==> config.mk <==
export PLATFORM = sky130hd
export DESIGN_NAME = dir_matrix_writer
export DESIGN_NICKNAME = d
export VERILOG_FILES = /design/src/rtl/dir_matrix_writer.sv
export SDC_FILE = /design/constraint.sdc
export NUM_CORES = 1
export LEC_CHECK = 0
export ABC_CLOCK_PERIOD_IN_PS = 7630
export BUFFER_PORTS_ARGS = -buffer_cell sky130_fd_sc_hd__buf_2
export CAP_MARGIN = 30
export CORE_ASPECT_RATIO = 0.9
export CORE_MARGIN = 2
export CORE_UTILIZATION = 63
export DETAILED_ROUTE_END_ITERATION = 10
export GPL_TIMING_DRIVEN = 0
export HOLD_SLACK_MARGIN = 0.02
export PLACE_DENSITY = 0.89
export REMOVE_ABC_BUFFERS = 1
export SYNTH_ARGS = -nofsm -noshare
export SYNTH_HDL_FRONTEND = slang
export SYNTH_SLANG_ARGS = --single-unit
==> constraint.sdc <==
create_clock -name clk -period 7.63 [get_ports clk]
set_input_delay 1.1445 -clock clk [delete_from_list [all_inputs] [get_ports clk]]
set_output_delay 1.1445 -clock clk [all_outputs]
set_load 0.01 [all_outputs]
==> src/rtl/dir_matrix_writer.sv <==
// Fill-phase writer: scores each cell of the N x N matrix and writes its direction symbol to the direction RAM.
// Optional DIR_MULTIHOT_EN: symbol reports every direction that reaches the maximum instead of a single winner.
module dir_matrix_writer #(
    parameter int unsigned N       = 128,
    parameter int unsigned BitAddr = $clog2(N + 1),
    parameter int unsigned SW      = 10,
    parameter int          MATCH    = 1,
    parameter int          MISMATCH = -1,
    parameter int          GAP      = -1
) (
    input  logic                 clk,
    input  logic                 rst,
    input  logic                 en_fill,
    input  logic                 in_valid,
    output logic                 in_ready,
    input  logic signed [SW-1:0] score_diag,
    input  logic signed [SW-1:0] score_up,
    input  logic signed [SW-1:0] score_left,
    input  logic                 match,
    output logic                 we,
    output logic [BitAddr:0]     addr_i,
    output logic [BitAddr:0]     addr_j,
    output logic [2:0]           symbol,
    output logic signed [SW-1:0] score_out,
    output logic [BitAddr:0]     i_f,
    output logic [BitAddr:0]     j_f,
    output logic                 end_f
);

    localparam int unsigned   AW   = BitAddr + 1;
    localparam logic [AW-1:0] LAST = AW'(N);
    localparam logic [2:0]    DIAG = 3'b001;
    localparam logic [2:0]    UP   = 3'b010;
    localparam logic [2:0]    LEFT = 3'b100;

    typedef enum logic [1:0] {IDLE, FILL, DRAIN, DONE} state_t;

    state_t r_state, w_state_nxt;
    logic   r_abort, w_abort_nxt;
    logic   r_in_ready, r_end_f;
    logic [AW-1:0] r_i_f, r_j_f;

    logic w_accept, w_last;

    // stage 1
    logic                 r_v1;
    logic signed [SW-1:0] r_cd, r_cu, r_cl;
    logic [AW-1:0]        r_a1_i, r_a1_j;
    logic signed [SW-1:0] w_bonus;

    // stage 2
    logic                 r_we;
    logic [2:0]           r_symbol;
    logic signed [SW-1:0] r_score;
    logic [AW-1:0]        r_addr_i, r_addr_j;
    logic                 w_d_ge_u, w_d_ge_l, w_u_ge_l;
    logic signed [SW-1:0] w_max;
    logic [2:0]           w_sym;

    assign w_accept = in_valid & r_in_ready;
    assign w_last   = (r_i_f == LAST) && (r_j_f == LAST);

    assign in_ready  = r_in_ready;
    assign end_f     = r_end_f;
    assign i_f       = r_i_f;
    assign j_f       = r_j_f;
    assign we        = r_we;
    assign symbol    = r_symbol;
    assign score_out = r_score;
    assign addr_i    = r_addr_i;
    assign addr_j    = r_addr_j;

    always_ff @(posedge clk or posedge rst) begin
        if (rst) begin
            r_state <= IDLE;
            r_abort <= 1'b0;
        end else begin
            r_state <= w_state_nxt;
            r_abort <= w_abort_nxt;
        end
    end

    // r_abort remembers an en_fill drop so the drain ends in IDLE rather than DONE
    always_comb begin
        w_state_nxt = r_state;
        w_abort_nxt = r_abort;
        case (r_state)
            IDLE: begin
                w_abort_nxt = 1'b0;
                if (en_fill) w_state_nxt = FILL;
            end
            FILL: begin
                if (!en_fill) begin
                    w_abort_nxt = 1'b1;
                    w_state_nxt = DRAIN;
                end else if (w_accept && w_last) begin
                    w_state_nxt = DRAIN;
                end
            end
            DRAIN: begin
                if (!en_fill) w_abort_nxt = 1'b1;
                // stage 1 empty now means both stages are empty after this edge
                if (!r_v1) w_state_nxt = (r_abort || !en_fill) ? IDLE : DONE;
            end
            DONE: begin
                if (!en_fill) w_state_nxt = IDLE;
            end
            default: w_state_nxt = IDLE;
        endcase
    end

    // registered status flags and the row-major cell counters
    always_ff @(posedge clk or posedge rst) begin
        if (rst) begin
            r_in_ready <= 1'b0;
            r_end_f    <= 1'b0;
            r_i_f      <= '0;
            r_j_f      <= '0;
        end else begin
            r_in_ready <= (w_state_nxt == FILL);
            r_end_f    <= (w_state_nxt == DONE);
            if (r_state == IDLE && en_fill) begin
                r_i_f <= AW'(1);
                r_j_f <= AW'(1);
            end else if (w_state_nxt == IDLE) begin
                r_i_f <= '0;
                r_j_f <= '0;
            end else if (w_accept && !w_last) begin
                if (r_j_f < LAST) begin
                    r_j_f <= r_j_f + AW'(1);
                end else begin
                    r_j_f <= AW'(1);
                    r_i_f <= r_i_f + AW'(1);
                end
            end
        end
    end

    assign w_bonus = match ? SW'(MATCH) : SW'(MISMATCH);

    always_ff @(posedge clk or posedge rst) begin
        if (rst) begin
            r_v1   <= 1'b0;
            r_cd   <= '0;
            r_cu   <= '0;
            r_cl   <= '0;
            r_a1_i <= '0;
            r_a1_j <= '0;
        end else begin
            r_v1 <= w_accept;
            if (w_accept) begin
                r_cd   <= score_diag + w_bonus;
                r_cu   <= score_up + SW'(GAP);
                r_cl   <= score_left + SW'(GAP);
                r_a1_i <= r_i_f - AW'(1);
                r_a1_j <= r_j_f - AW'(1);
            end
        end
    end

    assign w_d_ge_u = $signed(r_cd) >= $signed(r_cu);
    assign w_d_ge_l = $signed(r_cd) >= $signed(r_cl);
    assign w_u_ge_l = $signed(r_cu) >= $signed(r_cl);

    // max with DIAG > UP > LEFT tie priority
    always_comb begin
        w_max = r_cd;
        w_sym = DIAG;
        if (w_d_ge_u && w_d_ge_l) begin
            w_max = r_cd;
            w_sym = DIAG;
        end else if (w_u_ge_l) begin
            w_max = r_cu;
            w_sym = UP;
        end else begin
            w_max = r_cl;
            w_sym = LEFT;
        end
`ifdef DIR_MULTIHOT_EN
        w_sym = {r_cl == w_max, r_cu == w_max, r_cd == w_max};
`endif
    end

    always_ff @(posedge clk or posedge rst) begin
        if (rst) begin
            r_we     <= 1'b0;
            r_symbol <= 3'b000;
            r_score  <= '0;
            r_addr_i <= '0;
            r_addr_j <= '0;
        end else begin
            r_we <= r_v1;
            if (r_v1) begin
                r_symbol <= w_sym;
                r_score  <= w_max;
                r_addr_i <= r_a1_i;
                r_addr_j <= r_a1_j;
            end else begin
                r_symbol <= 3'b000;
            end
        end
    end

endmodule

After elaboration in Yosys (flattened, before gate mapping)
Cells that the tools add are included.

Register bits: 104. Input port bits: 35. Output and inout bits: 52. Logic and storage cells: 76.

Add/sub/neg operators: 7. $lt $le $gt $ge: 4. Equal/unequal tests: 9. Muxes and demuxes: 23. Bitwise logic cells: 1. Reduce and logical (&&, ||, !) cells: 15.

Operator list (count): 2-to-1 mux 9 bit (8); >= comparator 10 bit (3); 2-to-1 mux 10 bit (3); adder 10 x 1 -> 10 bit, second input constant (2); adder 9 x 1 -> 9 bit, second input constant (2); == test 9 x 8 -> 1 bit, second input constant (2); subtractor 9 x 1 -> 9 bit, second input constant (2); 2-to-1 mux 2 bit (6); adder 10 bit (1); < comparator 9 x 8 -> 1 bit, second input constant (1); 2-to-1 mux 3 bit (3); one-hot mux 2 bit (4 select lines) (1); == test 2 bit, second input constant (3); logical AND 1 bit (5); == test 2 x 1 -> 1 bit, second input constant (2); zero test 2 bit (2); AND reduction 2 bit (2); != test 3 bit, second input constant (1); nonzero test 3 bit (1); zero test 1 bit (2); != test 2 bit, second input constant (1); one-hot mux 1 bit (2 select lines) (1); nonzero test 2 bit (1); OR reduction 2 bit (1); 3 further kinds (3).

Longest topological paths before layout
Gate-level depths: netlist of the first run.

Word-level depth: 9. Depth in mapped cells: 10. Mapped depth without buffers: 8.

Worst setup path after synthesis of the first run
Ideal clock, no wire load.

Path type: in2reg. Start point: input port match. End point: register r_cd[8]. Arrival time: 2.615 ns. Required time: 7.506 ns. Setup slack: 4.891 ns. Stages: 8. Buffers on the path: 0. Cells stage by stage: inv_1 fa_1 a21o_1 a21oi_1 o21bai_1 a31oi_1 nor4b_1 a211o_1.

Word-level cells in the longest chain between the ends: 2.

Ends and longest elaborated chain: from (decl) (RTL line 19) `input logic match,`; 2-to-1 mux 10 bit (RTL line 139) `assign w_bonus = match ? SW'(MATCH) : SW'(MISMATCH);`; adder 10 bit (RTL line 152) `r_cd <= score_diag + w_bonus;`; to (signal assigned) (RTL line 152); to (decl) (RTL line 47) `logic signed [SW-1:0] r_cd, r_cu, r_cl;`.

No other way between the ends. A chain may end at the register's enable or synchronous reset.

Worst setup path after layout of the first run
Start point: register r_cu[9]. End point: register r_score[4], in the netlist score_out[4].

Word-level cells in the longest chain between the ends: 3.

Ends and longest elaborated chain: from (decl) (RTL line 47); from (signal assigned) (RTL line 153) `r_cu <= score_up + SW'(GAP);`; >= comparator 10 bit (on tied branches) (RTL line 163, 161); 2-to-1 mux 10 bit / logical AND 1 bit (equally long branches) (RTL line 172, 169); 2-to-1 mux 10 bit * (RTL line 169) `if (w_d_ge_u && w_d_ge_l) begin`; to (signal assigned) (RTL line 195) `r_score <= w_max;`; to (decl) (RTL line 54) `logic signed [SW-1:0] r_score;`.

Mark *: on every way between the ends. The rest lies on a longest branch, timed or not.

==> flow_metrics.py, run 1 <==
metrics = {
    "routing": {
        "routed_wl_mm": 14.45,
        "remaining_drc_errors": 0,
        "wl_per_cell_um": 16.41,
        "drtIter0Drc": 272,
        "dr.pass1.iters": 5,
        "vias": 5386,
        "antenna_left": 0,
        "vias_per_cell": 6.114,
    },
    "grt": {
        "grt_pass1_vias": 5206,
        "antenna_found_initial": 0,
        "grt_max_degree": 60,
        "grt_overflow": 0,
        "grt_pass1_wl_mm": 24.47,
        "grt_usage": 0.2804,
    },
    "worst_setup_path": {
        "r2r_slack_ps": 4360,
        "critPathCaptureType": "flip-flop",
        "crit_family": "simple AND/OR/NAND/NOR gates",
        "r2r-start": "r_cu[9]",
        "critical_path_required_ps": 7850,
        "path_max_fanout": 25,
        "critPathKind": "reg -> reg",
        "slowest_delay_ps": 620,
        "regToRegEndpoint": "score_out[4]",
        "crit_slowest_cell": "ha_1",
        "worstPathCellList": "ha_1 > nand2_1 > nor2_1 > nor2_1 > nand2_1 > a311oi_1 > o221ai_1",
        "r2r_cells": 7,
        "worstPathArrival_ps": 3490,
        "start_kind": "flip-flop",
        "worst-path-buf-inv": 0,
    },
    "cts": {
        "cts_inserted_buffers": 9,
        "cts_setup_buffers": 0,
        "cts_hold_buffers": 0,
        "cts_resized": 0,
        "clkLatencyLatePin_ps": 370,
        "cts_buffer_depth": 2,
        "cts_tree": "yes",
        "cts_max_level": 3,
        "clkSinkCount": 104,
        "clkSlewWorstSetupHoldPaths_ps": 100,
        "cts_root_buffer": "clkbuf_8",
    },
    "logic_synthesis": {
        "synth_commonest_cells": "104 x dfrtp_1, 94 x nand2_1, 60 x inv_1, 57 x o21ai_0, 50 x ha_1",
        "syn_area_per_cell_um2": 9.316,
        "synth_cell_types": 63,
        "synth_most_common_cell": "dfrtp_1",
        "synth_top_area_frac": 0.4084,
        "synthCells": 684,
        "synthArstFlopShare": 1.000,
        "ys.flop_type": "dfrtp_1",
        "synth_edf_count": 0,
        "ys_warn_count": 0,
        "synth_top_area_cell": "dfrtp_1",
        "synthTopCellsByArea": "dfrtp_1 41%, ha_1 9.8%, nand2_1 5.5%",
        "yosysSeqAreaShare": 0.4084,
        "synthesis.area_um2": 6372,
        "synth_seq_cells": 104,
    },
    "sta": {
        "maxSlewViolCount": 0,
        "tightest_slew_ps": 789.2,
        "min_period_over_period": 0.4288,
        "slew_headroom": 0.4694,
        "holdWs_ps": 481.8,
        "finalHoldViolations": 0,
        "fin_tns_setup_ps": 0,
        "rsz0062_at_grt": "false",
        "setup-violations-final": 0,
        "fin_skew_ps": 13.56,
        "layout_setup_ws_ps": 4358,
        "period_needed_ps": 3272,
        "timing.fmax_mhz": 305.7,
    },
    "placed_design": {
        "post-place-ws_ps": 4301,
        "dpl_cell_area_um2": 6848,
        "io_buffers": 86,
        "gp_congestion": 0.9403,
        "dp_cells": 864,
        "dp_hpwl_mm": 10.66,
    },
    "pwr": {
        "p_per_area_nw_per_um2": 388.6,
        "p_leak_uw": 0.003396,
        "irDropWorstVdd_v": 0.0003661,
    },
    "die": {
        "core_um2": 9742,
        "start_util": 0.6541,
        "die_y_um": 99.41,
        "dieArea_um2": 10940,
        "ios": 87,
        "std_cell_rows": 34,
        "die_x_um": 110.0,
    },
    "finish": {
        "stdcell_area_um2": 7071,
        "finalNonFillerCells": 881,
        "nets": 836,
        "drive_gt1_frac": 0.1828,
        "antenna_cells": 0,
        "area_growth_pct": 10.96,
        "fillers": 730,
    },
    "hold_path": {
        "hp-start": "r_a1_i[2]",
        "min_to": "r_a1_i[2]",
        "worstHoldPathType": "reg -> reg",
        "hold-path-cell-count": 2,
    },
    "run_status": {
        "outcome": "finished clean",
    },
    "run": {
        "drv_cap": 0,
    },
}
-- tightest hold or removal path, delay by kind of cell (launching register included) --
kind / cells / cell delay [ps]
AOI/OAI and AO/OA: 1 / 60
DFF: 1 / 350
and+or+nand+nor: 1 / 40
-- per-layer routing --
layer,routed length (um),up-vias,global-route usage
met4,269,0,0.09250
met2,7387,230,0.4710
met5,0,-,0
met3,864,31,0.05832
met1,5932,2591,0.3610
li1,-,2534,-
-- cell type report --
class,instances,area [um2],share of cell area
Multi-Input combinational cell,485,3385,0.4787
Sequential cell,104,2603,0.3681
Timing Repair Buffer,90,503.0,0.07114
Inverter,60,227.7,0.03221
Tap cell,126,157.7,0.02230
Clock buffer,11,131.4,0.01858
Clock inverter,5,63.81,0.009025
-- per-stage QoR --
stage	power [uW]	utilization
6_report	2748	0.7258
5_1_grt	2977	0.7258
3_3_place_gp	2261	0.6978
3_5_place_dp	2363	0.7029
4_1_cts	2725	0.7230
2_1_floorplan	1933	-
-- layout by cell type, fill, tap and decap left out, drive strengths merged, types with 5 or more instances in the layout --
| master | netlist | layout |
|---|---|---|
| o221ai | 11 | 11 |
| a31oi | 6 | 6 |
| nor2 | 34 | 34 |
| a21oi | 26 | 26 |
| and3 | 5 | 5 |
| nor3b | 6 | 6 |
| dfrtp | 104 | 104 |
| a311oi | 10 | 10 |
| nor4 | 9 | 9 |
| a211oi | 21 | 21 |
| ha | 50 | 50 |
| xor2 | 19 | 19 |
| nand3 | 8 | 8 |
| mux2 | 18 | 18 |
| clkbuf | 24 | 11 |
| nand2 | 94 | 94 |
| a21o | 7 | 7 |
| inv | 60 | 63 |
| nor3 | 12 | 12 |
| nand2b | 7 | 7 |
| xnor2 | 26 | 26 |
| buf | 11 | 90 |
| o21ai | 62 | 62 |
| nand4 | 10 | 10 |
-- report_power, final --
part / total (uW) / internal (uW) / switching [uW]
logic: 1440 / 581 / 857
registers: 959 / 769 / 190
clock network: 351 / 157 / 194
-- how the worst max path moves through the flow --
stage               startpoint      endpoint  slack [ps]  cells after the start
floorplan                  rst     addr_i[0]        3750                      1
global placement           rst     symbol[1]        2730                      2
detailed placement    in_valid        j_f[5]        4300                      7
CTS                    r_cu[9]  score_out[4]        4470                      7
global route           r_cl[9]  score_out[9]        4180                      8
finish                 r_cu[9]  score_out[4]        4360                      7
-- sequential cells by signal (all words and copies together), names as in the netlist, 2 cells and up --
signal / flops
r_cu: 10
score_out: 10
symbol: 3
r_cd: 10
addr_j: 9
r_cl: 10
r_state: 2
r_a1_j: 9
addr_i: 9
j_f: 9
i_f: 9
r_a1_i: 9
-- kinds of logic (layout without fill, tap and decap cells) --
group | after synthesis | in the layout | synth area share
DFF | 104 | 104 | 0.4084
AOI/OAI and AO/OA | 165 | 165 | 0.1712
and+or+nand+nor | 205 | 205 | 0.1630
muxes | 19 | 19 | 0.03338
adders and majority gates | 51 | 51 | 0.1013
xor gates and xnor gates | 45 | 45 | 0.06185
buffers and inverters | 95 | 166 | 0.06087
Note: power is estimated with default switching activity, not from simulation.
==> run 2: changes to the inputs <==
--- a/config.mk
+++ b/config.mk
@@ -5,16 +5,17 @@
 export SDC_FILE = /design/constraint.sdc
 export NUM_CORES = 1
 export LEC_CHECK = 0
-export ABC_CLOCK_PERIOD_IN_PS = 7630
+export ABC_AREA = 1
+export ABC_CLOCK_PERIOD_IN_PS = 3000
 export BUFFER_PORTS_ARGS = -buffer_cell sky130_fd_sc_hd__buf_2
 export CAP_MARGIN = 30
 export CORE_ASPECT_RATIO = 0.9
 export CORE_MARGIN = 2
-export CORE_UTILIZATION = 63
+export CORE_UTILIZATION = 53
 export DETAILED_ROUTE_END_ITERATION = 10
 export GPL_TIMING_DRIVEN = 0
 export HOLD_SLACK_MARGIN = 0.02
-export PLACE_DENSITY = 0.89
+export PLACE_DENSITY = 0.8
 export REMOVE_ABC_BUFFERS = 1
 export SYNTH_ARGS = -nofsm -noshare
 export SYNTH_HDL_FRONTEND = slang
==> constraint.sdc (replaced) <==
create_clock -name clk -period 3 [get_ports clk]
set_input_delay 0.45 -clock clk [delete_from_list [all_inputs] [get_ports clk]]
set_output_delay 0.45 -clock clk [all_outputs]
set_load 0.01 [all_outputs]
==> flow_metrics.py, run 2 <==
metrics = {
    "die": {
        "core_um2": 11570,
        "die_x_um": 119.6,
        "dieArea_um2": 12930,
        "die_y_um": 108.1,
        "std_cell_rows": 37,
        "ios": 87,
        "start_util": 0.5511,
    },
    "worst_setup_path": {
        "slowest_delay_ps": 620,
        "critPathKind": "reg -> reg",
        "regToRegEndpoint": "i_f[6]",
        "crit_end": "i_f[6]",
        "start_kind": "flip-flop",
        "worstPathArrival_ps": 2930,
        "r2r_slack_ps": 310,
        "crit_slowest_cell": "dfrtp_2",
        "crit_top_cell": "nand2_1",
        "crit_family": "simple AND/OR/NAND/NOR gates",
        "cp.depth": 12,
        "r2r_cells": 12,
        "worstPathCellList": "inv_2 > o21ai_1 > o211ai_1 > nand2_1 > inv_1 > nand2_1 > a21oi_4 > nand2_8 > nand2_2 > nor2_1 > nand2_1 > nand2_1",
        "critPathCaptureType": "flip-flop",
        "critical_path_required_ps": 3230,
        "path_max_fanout": 37,
        "worst-path-buf-inv": 2,
        "r2r-start": "r_v1",
        "worstSetupStartpoint": "r_v1",
    },
    "placed_design": {
        "dpl_cell_area_um2": 6922,
        "io_buffers": 86,
        "dp_hpwl_mm": 10.56,
        "gp_congestion": 0.8728,
    },
    "finish": {
        "nets": 993,
        "stdcell_area_um2": 7251,
        "layout_commonest_cell": "nand2_1",
        "area_growth_pct": 13.67,
        "antenna_cells": 0,
        "most-common-layout-cells": "242 x nand2_1, 103 x dfrtp_1, 91 x nor2_1",
        "drive_gt1_frac": 0.1436,
    },
    "hold_path": {
        "worstHoldPathType": "in -> async",
    },
    "logic_synthesis": {
        "synth_top_area_cell": "dfrtp_1",
        "synth_most_common_cell": "nand2_1",
        "synthCells": 835,
        "ys_warn_count": 0,
        "synth_top_area_frac": 0.4080,
        "synth_edf_count": 0,
        "ys.flop_type": "dfrtp_1",
        "synthesis.area_um2": 6379,
        "synth_commonest_cells": "243 x nand2_1, 104 x dfrtp_1, 91 x nor2_1, 83 x inv_1, 50 x ha_1",
        "synthTopCellsByArea": "dfrtp_1 41%, nand2_1 14%, ha_1 9.8%",
        "synth_seq_cells": 104,
        "synthArstFlopShare": 1.000,
        "yosysSeqAreaShare": 0.4080,
        "synth_cell_types": 37,
        "syn_area_per_cell_um2": 7.639,
    },
    "cts": {
        "clkSlewWorstSetupHoldPaths_ps": 70,
        "clkSinkCount": 104,
        "cts_buffer_depth": 2,
        "cts_tree": "yes",
        "cts_max_level": 3,
        "clkLatencyLatePin_ps": 340,
        "cts_inserted_buffers": 9,
        "cts_root_buffer": "clkbuf_16",
    },
    "sta": {
        "finalHoldViolations": 0,
        "fin_skew_ps": 7.214,
        "rsz0062_at_grt": "false",
        "maxSlewViolCount": 0,
        "period_needed_ps": 2694,
        "min_period_over_period": 0.8982,
        "setup-violations-final": 0,
        "timing.fmax_mhz": 371.1,
        "holdWs_ps": 109.7,
        "tightest_slew_ps": 830.9,
        "slew_headroom": 0.4445,
    },
    "pwr": {
        "seq_power_share": 0.326,
        "p_leak_uw": 0.003865,
        "p_sw_uw": 3408,
        "p_clk_frac": 0.161,
        "internal_power_uw": 3999,
        "p_sw_frac": 0.4601,
        "combPwrFrac": 0.513,
        "irDropWorstVdd_v": 0.0006971,
        "p_per_area_nw_per_um2": 1022,
    },
    "grt": {
        "grt_usage": 0.2367,
        "grt_max_degree": 74,
        "antenna_found_initial": 0,
        "grt_overflow": 0,
        "grt_pass1_vias": 5103,
        "grt_pass1_wl_mm": 24.81,
    },
    "routing": {
        "wl_per_cell_um": 13.70,
        "drtIter0Drc": 370,
        "antenna_left": 0,
        "dr.pass1.iters": 7,
        "remaining_drc_errors": 0,
        "vias": 5645,
        "routed_wl_mm": 14.63,
        "vias_per_cell": 5.286,
    },
    "run_status": {
        "outcome": "finished clean",
    },
    "run": {
        "drv_cap": 0,
    },
}
[run 2: worst min path at each step]
stage | startpoint | slack, ps | endpoint | cells past startpoint
2_1_floorplan | r_a1_i[1] | 450 | addr_i[1] | 2
3_3_place_gp | addr_i[2] | 450 | addr_i[2] | 2
3_5_place_dp | addr_i[7] | 450 | addr_i[7] | 2
4_1_cts | rst | 120 | addr_i[8] | 2
5_1_grt | rst | 130 | addr_i[8] | 2
6_report | rst | 110 | addr_i[8] | 2
[run 2: metrics by stage]
step	worst slack, ps	util	std cells	setup TNS [ps]	total power [uW]
after floorplan	-182.2	-	805	-18950	5009
after global placement	-1371	0.5935	1047	-169380	5955
after detailed placement	-144.1	0.5981	1049	-1216	6069
after CTS	106.9	0.6243	1065	0	7293
after global routing	35.21	0.6265	1068	0	8166
final	305.5	0.6265	1068	0	7407
[run 2: repair_timing]
item / in CTS / in global routing
resized for setup: 1 / 2
buffers inserted: 0 / 3
hold buffers: 0 / 0
pin swaps: 0 / 2
setup endpoints to repair: 15 / 23
cloned: 0 / 0
[run 2: cell type report]
type                       instances  area (um2)
inverter                          90       342.8
clock buffer                       9       225.2
timing repair buffer              91       500.5
fill                            1053        4323
sequential                       104        2604
tap                              156       195.2
clock inverter                     7       77.57
multi-input combinational        611        3306
[run 2: metal layers]
| metal | wire (um) | vias up | track usage | share of wire |
|---|---|---|---|---|
| li1 | - | 2858 | - | - |
| met1 | 7214 | 2617 | 0.3518 | 0.49 |
| met2 | 6407 | 158 | 0.3661 | 0.44 |
| met3 | 860 | 12 | 0.04061 | 0.059 |
| met4 | 146 | 0 | 0.04958 | 0.010 |
| met5 | 0 | - | 0 | 0 |
[run 2: power by group through the flow]
stage	logic, uW	clock network [uW]	registers [uW]
2_1_floorplan	2600	0	2410
3_3_place_gp	3540	0	2420
3_5_place_dp	3640	0	2430
4_1_cts	3670	1210	2410
5_1_grt	4400	1280	2490
6_report	3800	1190	2410
[run 2: cells by family (layout without fill, tap and decap cells)]
group / after synthesis / in the layout / synth area share
fa+ha+maj: 51 / 51 / 0.1012
compound gates: 125 / 125 / 0.1134
flops: 104 / 104 / 0.4080
xor+xnor: 24 / 24 / 0.03295
buf+inv: 120 / 197 / 0.07415
simple gates: 411 / 411 / 0.2703
==> run 3: changes to the inputs <==
--- a/config.mk
+++ b/config.mk
@@ -16,6 +16,7 @@
 export GPL_TIMING_DRIVEN = 0
 export HOLD_SLACK_MARGIN = 0.02
 export PLACE_DENSITY = 0.8
+export RECOVER_POWER = 50
 export REMOVE_ABC_BUFFERS = 1
 export SYNTH_ARGS = -nofsm -noshare
 export SYNTH_HDL_FRONTEND = slang
==> flow_metrics.py, run 3 (same netlist as run 2, synthesis figures left out) <==
metrics = {
    "sta": {
        "holdWs_ps": 317.9,
        "period_needed_ps": 2694,
        "fin_tns_setup_ps": 0,
        "maxSlewViolCount": 0,
        "min_period_over_period": 0.8979,
        "layout_setup_ws_ps": 306.3,
        "rsz0062_at_grt": "false",
        "slew_headroom": 0.09051,
        "finalHoldViolations": 0,
        "setup-violations-final": 0,
        "fin_skew_ps": 7.620,
        "tightest_slew_ps": 1357,
        "timing.fmax_mhz": 371.2,
    },
    "worst_setup_path": {
        "worst-path-buf-inv": 2,
        "start_kind": "flip-flop",
        "path_max_fanout": 37,
        "critPathKind": "reg -> reg",
        "worstPathCellList": "inv_2 > o21ai_1 > o211ai_1 > nand2_1 > inv_1 > nand2_1 > a21oi_4 > nand2_8 > nand2_2 > nor2_1 > nand2_1 > nand2_1",
        "worstPathArrival_ps": 2930,
        "r2r_slack_ps": 310,
        "critPathCaptureType": "flip-flop",
        "slowest_delay_ps": 630,
        "crit_family": "simple AND/OR/NAND/NOR gates",
        "crit_slowest_cell": "dfrtp_2",
        "critical_path_required_ps": 3230,
        "crit_top_cell": "nand2_1",
    },
    "placed_design": {
        "post-place-ws_ps": -144.1,
        "dpl_cell_area_um2": 6922,
        "gp_congestion": 0.8728,
        "io_buffers": 86,
        "dp_hpwl_mm": 10.56,
    },
    "cts": {
        "cts_tree": "yes",
        "cts_max_level": 3,
        "clkLatencyLatePin_ps": 340,
        "cts_buffer_depth": 2,
        "cts_inserted_buffers": 9,
        "clkSlewWorstSetupHoldPaths_ps": 70,
        "cts_hold_buffers": 0,
        "clkSinkCount": 104,
        "cts_root_buffer": "clkbuf_16",
    },
    "pwr": {
        "irDropWorstVdd_v": 0.0006905,
        "p_leak_uw": 0.003777,
        "p_sw_uw": 3414,
        "internal_power_uw": 3967,
        "combPwrFrac": 0.511,
        "p_clk_frac": 0.162,
        "p_sw_frac": 0.4625,
        "p_per_area_nw_per_um2": 1025,
        "seq_power_share": 0.328,
    },
    "die": {
        "ios": 87,
        "core_um2": 11570,
        "dieArea_um2": 12930,
        "die_y_um": 108.1,
        "die_x_um": 119.6,
        "start_util": 0.5511,
        "std_cell_rows": 37,
    },
    "hold_path": {
        "worstHoldPathType": "in -> reg",
    },
    "finish": {
        "layout_commonest_cell": "nand2_1",
        "antenna_cells": 0,
        "most-common-layout-cells": "242 x nand2_1, 103 x dfrtp_1, 91 x nor2_1",
        "nets": 993,
        "drive_gt1_frac": 0.1206,
        "area_growth_pct": 12.93,
        "stdcell_area_um2": 7203,
        "fin_util": 0.6224,
    },
    "routing": {
        "vias": 5620,
        "antenna_left": 0,
        "dr.pass1.iters": 7,
        "vias_per_cell": 5.262,
        "remaining_drc_errors": 0,
        "drtIter0Drc": 365,
        "routed_wl_mm": 14.69,
        "wl_per_cell_um": 13.75,
    },
    "run_status": {
        "outcome": "finished clean",
    },
    "grt": {
        "antenna_found_initial": 0,
        "grt_max_degree": 74,
        "grt_usage": 0.2367,
        "grt_overflow": 0,
        "grt_pass1_wl_mm": 24.81,
        "grt_pass1_vias": 5103,
    },
    "run": {
        "drv_cap": 0,
    },
}
run 3: cell types whose count changed in the layout (fill, tap and decap cells not counted), sizes merged:
cell | previous run | this run
clkinvlp | 1 | 2
buf | 91 | 69
clkbuf | 9 | 31
inv | 93 | 92
run 3: metal layers:
| layer | up-vias | routed length, um | GRT usage |
|---|---|---|---|
| li1 | 2852 | - | - |
| met1 | 2588 | 7244 | 0.3518 |
| met2 | 166 | 6427 | 0.3661 |
| met3 | 14 | 871 | 0.04061 |
| met4 | 0 | 145 | 0.04958 |
| met5 | - | 0 | 0 |
run 3: power groups by stage:
stage | registers, uW | clock network, uW | logic (uW)
after global routing | 2490 | 1280 | 4370
after floorplan | 2410 | 0 | 2600
final | 2420 | 1190 | 3770
after global placement | 2420 | 0 | 3540
after detailed placement | 2430 | 0 | 3640
after CTS | 2410 | 1210 | 3670
run 3: timing repair:
item	in CTS	in global routing
pin swaps	0	2
buffers inserted	0	3
cloned	0	0
endpoints found under the setup margin	15	23
resized for setup	1	2
endpoints found under the hold margin	0	0
run 3: through the flow:
step / cells / power, uW
finish: 1068 / 7381
global placement: 1047 / 5955
global route: 1068 / 8134
floorplan: 805 / 5009
CTS: 1065 / 7293
detailed placement: 1049 / 6069
run 3: final timing paths:
check,start,to,cells past startpoint
min in group asynchronous,rst,addr_i[8],2
worst max-delay path,r_v1,i_f[6],12
worst min-delay path,score_left[0],r_cl[0],2
max in group asynchronous,rst,r_v1,3
worst max register to register,r_v1,i_f[6],12
worst min register to register,addr_i[2],addr_i[2],2
run 3: layout make-up:
type | instances | area, um2
clock inverters | 7 | 77.57
fillers | 1068 | 4370
multi-input cells | 611 | 3306
repair buffers | 91 | 454.2
inverters | 90 | 341.6
flip-flops and latches | 104 | 2604
clock buffers | 9 | 225.2
well taps | 156 | 195.2
